===== src/rtl/stream_byte_packer.sv =====
// Packs an 8-bit byte stream little-endian into BYTES-wide words with keep/last flags.
// One assembly buffer plus one registered output slot absorb a one-word downstream stall.
module stream_byte_packer #(
    parameter int unsigned BYTES = 4
) (
    input  logic                 clk,
    input  logic                 rst_n,
    input  logic                 s_valid,
    output logic                 s_ready,
    input  logic [7:0]           s_data,
    input  logic                 s_last,
    output logic                 m_valid,
    input  logic                 m_ready,
    output logic [8*BYTES-1:0]   m_data,
    output logic [BYTES-1:0]     m_keep,
    output logic                 m_last
);

    localparam int unsigned     IW      = $clog2(BYTES);
    localparam int unsigned     DW      = 8 * BYTES;
    localparam logic [IW-1:0]   IDX_MAX = IW'(BYTES - 1);

    logic [DW-1:0]    acc_q,      acc_d;
    logic [BYTES-1:0] acc_keep_q, acc_keep_d;
    logic [IW-1:0]    idx_q,      idx_d;
    logic             acc_full_q, acc_full_d;
    logic             acc_last_q, acc_last_d;

    logic             m_valid_q,  m_valid_d;
    logic [DW-1:0]    m_data_q,   m_data_d;
    logic [BYTES-1:0] m_keep_q,   m_keep_d;
    logic             m_last_q,   m_last_d;

    logic [DW-1:0]    word_w;
    logic [BYTES-1:0] keep_w;
    logic             complete;
    logic             slot_free;
    logic             accept;

    assign s_ready = !acc_full_q;
    assign m_valid = m_valid_q;
    assign m_data  = m_data_q;
    assign m_keep  = m_keep_q;
    assign m_last  = m_last_q;

    always_comb begin
        acc_d      = acc_q;
        acc_keep_d = acc_keep_q;
        idx_d      = idx_q;
        acc_full_d = acc_full_q;
        acc_last_d = acc_last_q;
        m_valid_d  = m_valid_q;
        m_data_d   = m_data_q;
        m_keep_d   = m_keep_q;
        m_last_d   = m_last_q;

        // Word as it would look with the incoming byte merged into lane idx.
        word_w = acc_q;
        keep_w = acc_keep_q;
        for (int unsigned k = 0; k < BYTES; k++) begin
            if (IW'(k) == idx_q) begin
                word_w[8*k +: 8] = s_data;
                keep_w[k]        = 1'b1;
            end
        end

        complete  = (idx_q == IDX_MAX) || s_last;
        slot_free = !m_valid_q || m_ready;
        accept    = s_valid && !acc_full_q;

        // Output data holds its value; only valid drops when the slot drains with nothing to load.
        if (slot_free) begin
            m_valid_d = 1'b0;
        end

        if (acc_full_q) begin
            if (slot_free) begin
                m_valid_d  = 1'b1;
                m_data_d   = acc_q;
                m_keep_d   = acc_keep_q;
                m_last_d   = acc_last_q;
                acc_d      = '0;
                acc_keep_d = '0;
                acc_last_d = 1'b0;
                acc_full_d = 1'b0;
            end
        end else if (accept) begin
            if (complete) begin
                idx_d = '0;
                if (slot_free) begin
                    m_valid_d  = 1'b1;
                    m_data_d   = word_w;
                    m_keep_d   = keep_w;
                    m_last_d   = s_last;
                    acc_d      = '0;
                    acc_keep_d = '0;
                    acc_last_d = 1'b0;
                end else begin
                    acc_d      = word_w;
                    acc_keep_d = keep_w;
                    acc_last_d = s_last;
                    acc_full_d = 1'b1;
                end
            end else begin
                acc_d      = word_w;
                acc_keep_d = keep_w;
                idx_d      = idx_q + IW'(1);
            end
        end
    end

    always_ff @(posedge clk or negedge rst_n) begin
        if (!rst_n) begin
            acc_q      <= '0;
            acc_keep_q <= '0;
            idx_q      <= '0;
            acc_full_q <= 1'b0;
            acc_last_q <= 1'b0;
            m_valid_q  <= 1'b0;
            m_data_q   <= '0;
            m_keep_q   <= '0;
            m_last_q   <= 1'b0;
        end else begin
            acc_q      <= acc_d;
            acc_keep_q <= acc_keep_d;
            idx_q      <= idx_d;
            acc_full_q <= acc_full_d;
            acc_last_q <= acc_last_d;
            m_valid_q  <= m_valid_d;
            m_data_q   <= m_data_d;
            m_keep_q   <= m_keep_d;
            m_last_q   <= m_last_d;
        end
    end

endmodule


===== config.mk =====
export PLATFORM = sky130hd
export DESIGN_NAME = stream_byte_packer
export DESIGN_NICKNAME = d
export VERILOG_FILES = /design/src/rtl/stream_byte_packer.sv
export SDC_FILE = /design/constraint.sdc
export NUM_CORES = 1
export LEC_CHECK = 0
export ABC_AREA = 1
export ABC_CLOCK_PERIOD_IN_PS = 1900
export BUFFER_PORTS_ARGS = -buffer_cell sky130_fd_sc_hd__buf_2
export CORE_ASPECT_RATIO = 0.75
export CORE_MARGIN = 2
export CORE_UTILIZATION = 29
export CTS_BUF_LIST = sky130_fd_sc_hd__clkbuf_16
export DETAILED_ROUTE_END_ITERATION = 10
export PLACE_DENSITY_LB_ADDON = 0.1
export SLEW_MARGIN = 20
export SYNTH_ARGS = -nofsm -noshare
export SYNTH_HDL_FRONTEND = slang
export SYNTH_SLANG_ARGS = --single-unit

===== constraint.sdc =====
create_clock -name clk -period 1.9 [get_ports clk]
set_input_delay 0 -clock clk [delete_from_list [all_inputs] [get_ports clk]]
set_output_delay 0 -clock clk [all_outputs]
set_load 0.03 [all_outputs]

# ---- Yosys cells after proc, flatten, opt, wreduce, memory -nomap -nowiden
# Cells that the tools add are included.
dict set report op_classes {
  n_shift 0
  magnitude_cmp 0
  n_bitwise 1
  addsub 1
  muxes 48
  multipliers 0
  div 0
  n_reduce_logical 12
  eq_ne 5
}
# cell count
set ops {}
lappend ops {{$mux 32} 10}
lappend ops {{$mux 4} 10}
lappend ops {{$mux 8} 4}
lappend ops {{$mux 1} 23}
lappend ops {{$reduce_and 3->1} 2}
lappend ops {{$eq 2x2->1 const A} 2}
lappend ops {{$reduce_and 2->1} 2}
lappend ops {{$reduce_bool 2->1} 2}
lappend ops {{$add 2x1->2 const B} 1}
lappend ops {{$eq 1x2->1 const A} 1}
lappend ops {{$eq 2x2->1 const B} 1}
lappend ops {{$logic_not 1->1} 2}
lappend ops {{$logic_not 2->1} 1}
lappend ops {{$logic_or 1x1->1} 2}
lappend ops {{$mux 2} 1}
lappend ops {{$ne 2x1->1 const B} 1}
lappend ops {{$logic_and 1x1->1} 1}
lappend ops {{$not 1->1} 1}
dict set report word_totals {
  mem_bits_ro 0
  n_memories 0
  register_bits 78
  ramBits 0
  in_bits 13
  latchBits 0
  out_inout_bits 39
}

# ---- Longest topological paths before layout
# Gate-level depths: netlist of the first run.
dict set report depth {
  ltp_word 7
  mapped_depth 8
  mapped_depth_nobuf 8
}

# ---- Least setup slack after synthesis of the first run
# Ideal clock, no wire load.
dict set report synth_path {
  path_type {reg-to-reg}
  start {reg idx_q[0]}
  end {reg m_last_q, in the netlist m_last}
  t_required_ns 1.783
  setup_ns 0.117
  arrival_ns 1.275
  setup_slack_ns 0.508
  period_less_slack_ns 1.392
  stages_incl_launch_ff 9
  cell_sequence {dfrtp_1 -> ha_1 -> nor2_2 -> nand2_2 -> nand3_4 -> inv_4 -> buf_6 -> nand2_1 -> nand2_1}
}
dict set report synth_via {
  elab_chain_cells 4
}
# item line_no
set synth_rtl {}
lappend synth_rtl {{start, declared} 25} ;# logic [IW-1:0] idx_q, idx_d;
lappend synth_rtl {{start signal, assigned} 126} ;# idx_q <= idx_d;
lappend synth_rtl {{$eq 2x2->1} 67} ;# complete = (idx_q == IDX_MAX) || s_last;
lappend synth_rtl {{$logic_or 1x1->1} 67}
lappend synth_rtl {{$reduce_bool 2->1 (no source line)} -}
lappend synth_rtl {{$reduce_and 3->1 (no source line)} -}
lappend synth_rtl {{end signal, assigned} 132} ;# m_last_q <= m_last_d;
lappend synth_rtl {{end, declared} 32} ;# logic m_last_q, m_last_d;
# No other way between the ends.
# A chain may end at the register's enable or synchronous reset.

# ---- Worst setup path in the final report of the first run
dict set report layout_path {
  start {reg idx_q[0]}
  end {reg acc_q[14]}
}
dict set report layout_via {
  elab_chain_cells 6
  elab_cells_between_ends 8
  classes_between {eq/ne (2); mux (5); reduce/logical (1)}
}
# item line_no
set layout_rtl {}
lappend layout_rtl {{$eq 1x2->1} 61} ;# if (IW'(k) == idx_q) begin
lappend layout_rtl {{$mux 8} 61}
lappend layout_rtl {{$mux 32} 90} ;# if (slot_free) begin
lappend layout_rtl {{$mux 32 (*)} 88} ;# if (complete) begin
lappend layout_rtl {{$mux 32 (*)} 87} ;# end else if (accept) begin
lappend layout_rtl {{$mux 32 (*)} 76} ;# if (acc_full_q) begin
lappend layout_rtl {{end signal, assigned} 114} ;# acc_q <= '0;
lappend layout_rtl {{end signal, assigned} 124} ;# acc_q <= acc_d;
lappend layout_rtl {{end, declared} 23} ;# logic [DW-1:0] acc_q, acc_d;
# Mark *: on every way between the ends. The rest lies on a longest branch, timed or not. The select of a mux whose other input is x is not followed.

==> results of run 1 <==
layout make-up:
| class | count | area share |
|---|---|---|
| inverters | 89 | 0.0684 |
| clock buffers | 9 | 0.0455 |
| repair buffers | 61 | 0.0753 |
| well taps | 200 | 0.0505 |
| multi-input cells | 419 | 0.361 |
| flip-flops and latches | 78 | 0.394 |
| clock inverters | 7 | 0.00556 |
synthesized netlist by cell type:
library cell	instances	area share
a21oi_1	8	0.0094
buf_2	14	0.016
buf_4	2	0.0035
buf_6	8	0.021
clkbuf_1	1	0.00088
dfrtp_1	78	0.46
ha_1	8	0.024
inv_1	85	0.075
inv_2	2	0.0018
inv_4	2	0.0029
nand2_1	308	0.27
nand2_2	5	0.0073
nand2_4	1	0.0026
nand3_1	69	0.081
nand3_4	1	0.0041
nor2_1	8	0.0071
nor2_2	1	0.0015
o21ai_0	6	0.0071
o21ai_1	4	0.0047
power groups by stage:
stage	sequential (mW)	clock (mW)	combinational, mW
after floorplan	3.06	0	1.22
after global placement	2.49	0	2.52
after detailed placement	2.49	0	2.54
after CTS	2.48	1.60	2.55
after global routing	2.55	1.66	2.86
final	2.47	1.56	2.52
layer usage:
metal / track usage / share of wire
met1: 0.252 / 0.54
met2: 0.248 / 0.41
met3: 0.0391 / 0.043
met4: 0.0567 / 0.013
met5: 0 / 0
final timing paths:
path	startpoint	slack, ns	depth (start not counted)	end
setup reg to reg	idx_q[0]	0.17	7	acc_q[14]
min in group asynchronous	rst_n	0.17	2	acc_q[28]
hold reg to reg	m_data[11]	0.47	2	m_data[11]
hold / removal	m_ready	0.01	4	acc_full_q
max in group asynchronous	rst_n	1.10	3	acc_q[4]
setup / recovery	idx_q[0]	0.17	7	acc_q[14]
cells in the final DEF (no fill, tap or decap), types with 7 or more instances in the layout:
cell type,Yosys,layout
inv_1,85,90
buf_4,2,7
clkbuf_16,0,9
nor2_1,8,8
nand2_1,308,308
buf_2,14,50
nand3_1,69,69
ha_1,8,8
dfrtp_1,78,78
a21oi_1,8,8
worst max-delay path, stage by stage (launching register included):
cell     delay, ns
dfrtp_1       0.42
ha_1          0.33
inv_2         0.12
nand2_2       0.14
nand2_2       0.22
buf_12        0.23
nand3_1       0.08
nand2_1       0.06
stage by stage:
stage	cell area, um^2	power (mW)	utilization	std cells	worst slack (ns)
final	4950	6.54	0.344	863	0.172
after floorplan	4260	4.28	-	611	0.508
after CTS	4950	6.63	0.344	863	0.203
after detailed placement	4690	5.04	0.326	846	0.218
after global placement	4690	5.01	0.326	846	0.283
after global routing	4950	7.06	0.344	863	0.0477
cell families after synthesis:
logic type,Yosys count,synth area share
AND/OR/NAND/NOR,393,0.375
buffers and inverters,114,0.122
flip-flops,78,0.458
AO/OA/AOI/OAI,18,0.0212
adder cells (fa/ha/maj),8,0.0235
flip-flops by register name, indices dropped and copies added (netlist names), named ones only:
| signal | count |
|---|---|
| acc_full_q | 1 |
| acc_keep_q | 4 |
| acc_last_q | 1 |
| acc_q | 32 |
| idx_q | 2 |
| m_data | 32 |
| m_keep | 4 |
| m_last | 1 |
what timing repair did:
| item | in CTS | in global routing |
|---|---|---|
| setup endpoints to repair | 0 | 0 |
| hold buffers | 1 | 0 |
| endpoints found under the hold margin | 34 | 0 |
==> run summary, run 1 <==
status: finished, final reports clean
core area: 14400 um^2
sequential cell area fraction in the yosys report: 0.458
WS Path Type: flop to flop
FF+latch count, synth: 78
P_leak: 3.06 nW
clock share of power: 0.238
worst vdd ir: 0.508 mV
via count: 3770
footprint of the multi-input gates: 1790 um^2
detailed-router iteration count before antenna repair: 4
WHS: 0.0109 ns
remaining antenna violation count: 0
RSZ-0062 raised after global routing: no
post-CTS sizing: 0
combinational fraction of design power: 0.385
WP data arrival: 1.96 ns
Psw: 2.78 mW
Final Hold Viols: 0
Max-Cap Viols: 0
crit share post-route: 0.909
Gate Count Post-Synth: 611
Post-Syn Area: 4260 um^2
Final Setup Violations: 0
clock tree sinks: 78
crit path time final: 1.73 ns
Seq. cell area: 1950 um^2
routability congestion estimate: 0.783
clock skew: 0.00739 ns
Tightest Pin Transition: 0.710 ns
syn nets: 632
Ports: 52
Area growth, synth to finish: 16.4%
CTS tree: done
Startpoint Class: flop
Reg power frac: 0.378
power per cell area: 1320 nW/um^2
die area: 15700 um^2
Netlist cell types: 19
initial antenna violation count: 0
setup tns final: 0 ns
Critical Path RT: 2.14 ns
DRC: 0
Ant. Diodes: 0
fmax: 579 MHz
post-DP HPWL: 8060 um
Synth Area per Inst: 6.97 um^2
Slew Limit Fails: 0
CTS H-tree depth: 3
Total GRT Usage: 0.172
Hold Path Class: input pin to flop
port bufs: 51
Cell Int Power: 3.77 mW
Skew-Pair Late Insertion Delay: 0.35 ns
total CTS buffers: 9
Fill cells: 1553
Rel. slew slack: 0.526
DR WL/cell: 14.1 um
Reg clk slew, reported paths: 0.06 ns
worst-path fanout max: 11
nature of the critical path endpoint: flop
Starting Density: 0.296
Initial DRC Count: 272
Yosys warnings: 0
Die Span X: 144 um
share of cells above drive strength 1: 0.124
Root Buffer: clkbuf_16
Row Count: 38
WL final: 12200 um
# nets final: 679
first-pass GRT wire length: 20300 um
Clock Tree Buf Depth: 2
total gr overflow: 0
largest net degree at the start of global routing: 45
Post-CTS Repair Setup Buffers: 0
Die H: 109 um
Via density: 4.37
vias in the first global route: 3729
switching fraction of total power: 0.424
(Power assumes the default switching activity.)
==> run 2, diff against run 1 <==
CTS_BUF_LIST = default   (was sky130_fd_sc_hd__clkbuf_16)
==> run summary, run 2 (synthesis results as in run 1) <==
status: finished, final reports clean
initial antenna violation count: 0
commonest non-fill, non-tap cell in the layout: nand2_1
most frequent cells in the layout: nand2_1 (308), inv_1 (85), dfrtp_1 (78), nand3_1 (69), buf_2 (50)
RR Startpoint: idx_q[1]
Fill cells: 1550
Starting Density: 0.296
RSZ-0062 raised after global routing: no
crit share post-route: 0.899
setup tns final: 0 ns
port bufs: 51
Ant. Diodes: 0
share of cells above drive strength 1: 0.125
DR WL/cell: 14.1 um
Area growth, synth to finish: 16.6%
Total GRT Usage: 0.172
Final Setup Violations: 0
remaining antenna violation count: 0
Post-CTS Repair Setup Buffers: 0
clock skew: 0.00528 ns
Reg clk slew, reported paths: 0.06 ns
R2R Path End: acc_q[14]
detailed-router iteration count before antenna repair: 4
WL final: 12200 um
largest net degree at the start of global routing: 45
Startpoint Class: flop
CTS H-tree depth: 3
hold path endpoint: acc_full_q
die area: 15700 um^2
Die H: 109 um
Tightest Pin Transition: 0.699 ns
total gr overflow: 0
power per cell area: 1330 nW/um^2
footprint of the multi-input gates: 1790 um^2
# nets final: 679
flop-to-flop setup slack: 0.19 ns
WP data arrival: 1.94 ns
worst hold start: m_ready
first-pass GRT wire length: 20300 um
worst-path fanout max: 11
Hold Path Class: input pin to flop
fmax: 585 MHz
core area: 14400 um^2
via count: 3741
vias in the first global route: 3734
Die Span X: 144 um
crit path time final: 1.71 ns
Seq. cell area: 1950 um^2
Initial DRC Count: 270
WS Path Type: flop to flop
Final Hold Viols: 0
clock tree sinks: 78
Root Buffer: clkbuf_16
Max-Cap Viols: 0
reg2reg path depth: 7
post-DP HPWL: 8060 um
Final WS setup: 0.191 ns
Via density: 4.33
Row Count: 38
CTS tree: done
nature of the critical path endpoint: flop
total CTS buffers: 9
routability congestion estimate: 0.783
Clock Tree Buf Depth: 2
Rel. slew slack: 0.534
Slew Limit Fails: 0
worst vdd ir: 0.509 mV
DRC: 0
Min-Delay Path Depth: 4
Ports: 52
P_leak: 3.04 nW
Skew-Pair Late Insertion Delay: 0.35 ns
Critical Path RT: 2.13 ns
DP Worst Slack: 0.218 ns
run 2: changes by cell type in the layout (fill, tap and decap cells not counted), sizes merged:
cell,before,now
clkbuf,9,15
inv,94,89
clkinv,2,1
run 2: worst max-delay path by stage:
| stage | from | to | slack [ns] | cells after the start |
|---|---|---|---|---|
| 4_1_cts | idx_q[0] | acc_q[12] | 0.20 | 7 |
| 3_3_place_gp | idx_q[0] | acc_q[14] | 0.28 | 7 |
| 2_1_floorplan | idx_q[0] | m_last | 0.51 | 8 |
| 6_report | idx_q[1] | acc_q[14] | 0.19 | 7 |
| 5_1_grt | idx_q[1] | acc_q[12] | 0.05 | 7 |
| 3_5_place_dp | idx_q[0] | acc_q[16] | 0.22 | 7 |
run 2: critical path: stages, from the launching register on:
cell and delay, ns:
dfrtp_1 0.42, ha_1 0.33, inv_2 0.12, nand2_2 0.14, nand2_2 0.22, buf_12 0.23, nand3_1 0.08, nand2_1 0.06
run 2: cell type report:
cell class                      count  area share
Sequential cell                    78       0.393
Multi-Input combinational cell    419       0.360
Timing Repair Buffer               61      0.0751
Inverter                           89      0.0683
Clock buffer                       15      0.0519
Tap cell                          200      0.0504
Clock inverter                      1     0.00101
run 2: metrics by stage:
step	hold WS, ns	total power, mW	util	cells	instance area (um^2)
floorplan	-0.296	4.28	-	611	4260
finish	0.0132	6.60	0.345	863	4960
global route	0.0148	7.13	0.345	863	4960
CTS	0.00377	6.70	0.345	863	4960
detailed placement	0.0139	5.04	0.326	846	4690
global placement	0.0108	5.01	0.326	846	4690
run 2: power breakdown:
group	internal (mW)	switching, mW
combinational	0.752	1.76
sequential	2.16	0.310
clock	0.922	0.701
run 2: what timing repair did:
action                    CTS  global route
hold buffers                1             0
gates resized for setup     0             0
hold endpoints to repair   34             0
run 2: per-layer routing:
metal  share of wire  global-route usage  routed length [um]  up-vias
met3           0.052              0.0470                 634        9
met4          0.0084              0.0441                 102        0
met5               0                   0                   0        -
met2            0.41               0.248                4940       76
met1            0.53               0.252                6490     1739
li1                -                   -                   -     1917
==> run 3, diff against run 2 <==
ABC_AREA = 0   (was 1)
CORE_UTILIZATION = 60   (was 29)
CTS_BUF_LIST = sky130_fd_sc_hd__clkbuf_4 sky130_fd_sc_hd__clkbuf_8   (was default)
==> run summary, run 3 <==
combinational fraction of design power: 0.380
Critical Path RT: 2.14 ns
status: finished, final reports clean
Async SR Flop Fraction: 1.00
Netlist cell types: 31
ys flop type: dfrtp_1
Die Span X: 99.6 um
Initial DRC Count: 214
Compound-Gate Fraction of Synth Area: 0.181
syn nets: 375
Row Count: 26
worst-path fanout max: 6
placed inst area: 4570 um^2
# nets final: 428
initial antenna violation count: 0
Final Hold Viols: 0
clock share of power: 0.209
Slowest Stage Delay on Critical Path: 0.43 ns
top cell type's share of synthesized area: 0.474
total gr overflow: 0
most frequent cells after synthesis: dfrtp_1 (78), mux2_2 (68), o2111ai_1 (56)
crit share post-route: 0.933
Final Setup Violations: 0
RSZ-0062 raised after global routing: no
total CTS buffers: 9
CP max-delay cell: dfrtp_1
Clock Tree Buf Depth: 2
Ports: 52
Rel. slew slack: 0.610
die area: 7550 um^2
crit path time final: 1.77 ns
Area growth, synth to finish: 15.9%
detailed-router iteration count before antenna repair: 5
first-pass GRT wire length: 15700 um
Fill cells: 489
fmax: 564 MHz
sequential cell area fraction in the yosys report: 0.474
Tightest Pin Transition: 0.585 ns
switching fraction of total power: 0.378
WL final: 9870 um
Synth Area in XOR/XNOR: 0
CTS H-tree depth: 3
DR WL/cell: 20.0 um
Post-Syn Area: 4120 um^2
WHS: 0.0246 ns
Final WS setup: 0.127 ns
Root Buffer: clkbuf_8
Gate Count Post-Synth: 354
Startpoint Class: flop
setup tns final: 0 ns
remaining antenna violation count: 0
post-DP HPWL: 6530 um
largest net degree at the start of global routing: 59
Synth Area in Adders: 0.0243
Psw: 2.09 mW
Reg clk slew, reported paths: 0.08 ns
port bufs: 51
CTS tree: done
power per cell area: 1160 nW/um^2
Skew-Pair Late Insertion Delay: 0.36 ns
share of cells above drive strength 1: 0.402
Die H: 75.7 um
most common cell in the netlist: dfrtp_1
via count: 3204
cell area after layout: 4770 um^2
Hold Path Class: input pin to flop
WS Path Type: flop to flop
largest family of logic cells by synthesized area: multiplexers
Via density: 6.49
Synth Area per Inst: 11.6 um^2
FF+latch count, synth: 78
Synth area leader: dfrtp_1
post-synthesis mux area share: 0.191
Yosys warnings: 0
Starting Density: 0.611
CP Cell Sequence: inv_1 > ha_1 > nand2b_4 > mux2_2 > mux2_1
worst vdd ir: 0.825 mV
top post-synthesis cells by area: dfrtp_1 (47%), mux2_2 (19%), o2111ai_1 (12%)
Total GRT Usage: 0.276
commonest non-fill, non-tap cell in the layout: dfrtp_1
post-synthesis simple-gate area fraction: 0.0842
nature of the critical path endpoint: flop
vias in the first global route: 2954
Reg power frac: 0.411
DRC: 0
Cell Int Power: 3.45 mW
WP data arrival: 2.01 ns
number of enable flip-flop cells after synthesis: 0
core area: 6730 um^2
clock skew: 0.00408 ns
clock tree sinks: 78
Slew Limit Fails: 0
routability congestion estimate: 0.825
most frequent cells in the layout: dfrtp_1 (78), mux2_2 (68), o2111ai_1 (56), buf_2 (50), nand3_1 (30)
P_leak: 2.28 nW
DP Worst Slack: 0.0446 ns
Ant. Diodes: 0
Max-Cap Viols: 0
[run 3: timing repair]
item	CTS	global route
resized for setup	0	2
hold endpoints to repair	42	0
buffers inserted	0	0
hold buffers	1	0
endpoints found under the setup margin	0	7
[run 3: critical path: cells and delay by family (launching register included)]
family,cells,cell delay (ns)
adders and majority gates,1,0.32
buffers and inverters,1,0.15
DFF,1,0.43
muxes,2,0.62
and+or+nand+nor,1,0.13
[run 3: final timing paths]
path | cells after the start | to | from | slack (ns)
hold reg to reg | 1 | m_data[0] | m_data[0] | 0.49
hold / removal | 3 | acc_q[23] | s_data[7] | 0.02
max in group asynchronous | 3 | m_data[6] | rst_n | 1.13
setup / recovery | 5 | m_data[16] | idx_q[0] | 0.13
min in group asynchronous | 2 | m_data[25] | rst_n | 0.18
setup reg to reg | 5 | m_data[16] | idx_q[0] | 0.13
[run 3: stage by stage]
step | util | cells | total power [mW]
6_report | 0.708 | 494 | 5.54
4_1_cts | 0.707 | 494 | 5.56
5_1_grt | 0.708 | 494 | 5.84
3_5_place_dp | 0.679 | 479 | 4.42
2_1_floorplan | - | 354 | 3.73
3_3_place_gp | 0.679 | 479 | 4.33
[run 3: cell families (layout without fill, tap and decap cells)]
| kind of cell | count (synthesis) | count (layout) |
|---|---|---|
| multiplexers | 70 | 70 |
| flip-flops | 78 | 78 |
| AO/OA/AOI/OAI | 100 | 100 |
| AND/OR/NAND/NOR | 58 | 58 |
| adder cells (fa/ha/maj) | 8 | 8 |
| buffers and inverters | 40 | 96 |
[run 3: area by class of cell]
class | instances | area, um^2 | share of cell area
clock buffer | 13 | 173 | 0.0362
inverter | 10 | 37.5 | 0.00787
multi-input combinational | 236 | 2020 | 0.423
tap | 84 | 105 | 0.0220
sequential | 78 | 1950 | 0.409
clock inverter | 1 | 5.00 | 0.00105
timing repair buffer | 72 | 480 | 0.101
[run 3: power by group through the flow]
stage	registers, mW	clock network [mW]	logic [mW]
after global placement	2.28	0	2.06
after CTS	2.28	1.17	2.12
after floorplan	2.81	0	0.925
final	2.28	1.16	2.11
after global routing	2.33	1.23	2.27
after detailed placement	2.31	0	2.11
[run 3: metal layers]
layer | track usage | vias to the layer above | wire length [um]
met4 | 0.0852 | 0 | 166
li1 | - | 1474 | -
met5 | 0 | - | 0
met1 | 0.388 | 1598 | 4500
met2 | 0.430 | 115 | 4610
met3 | 0.0670 | 17 | 598
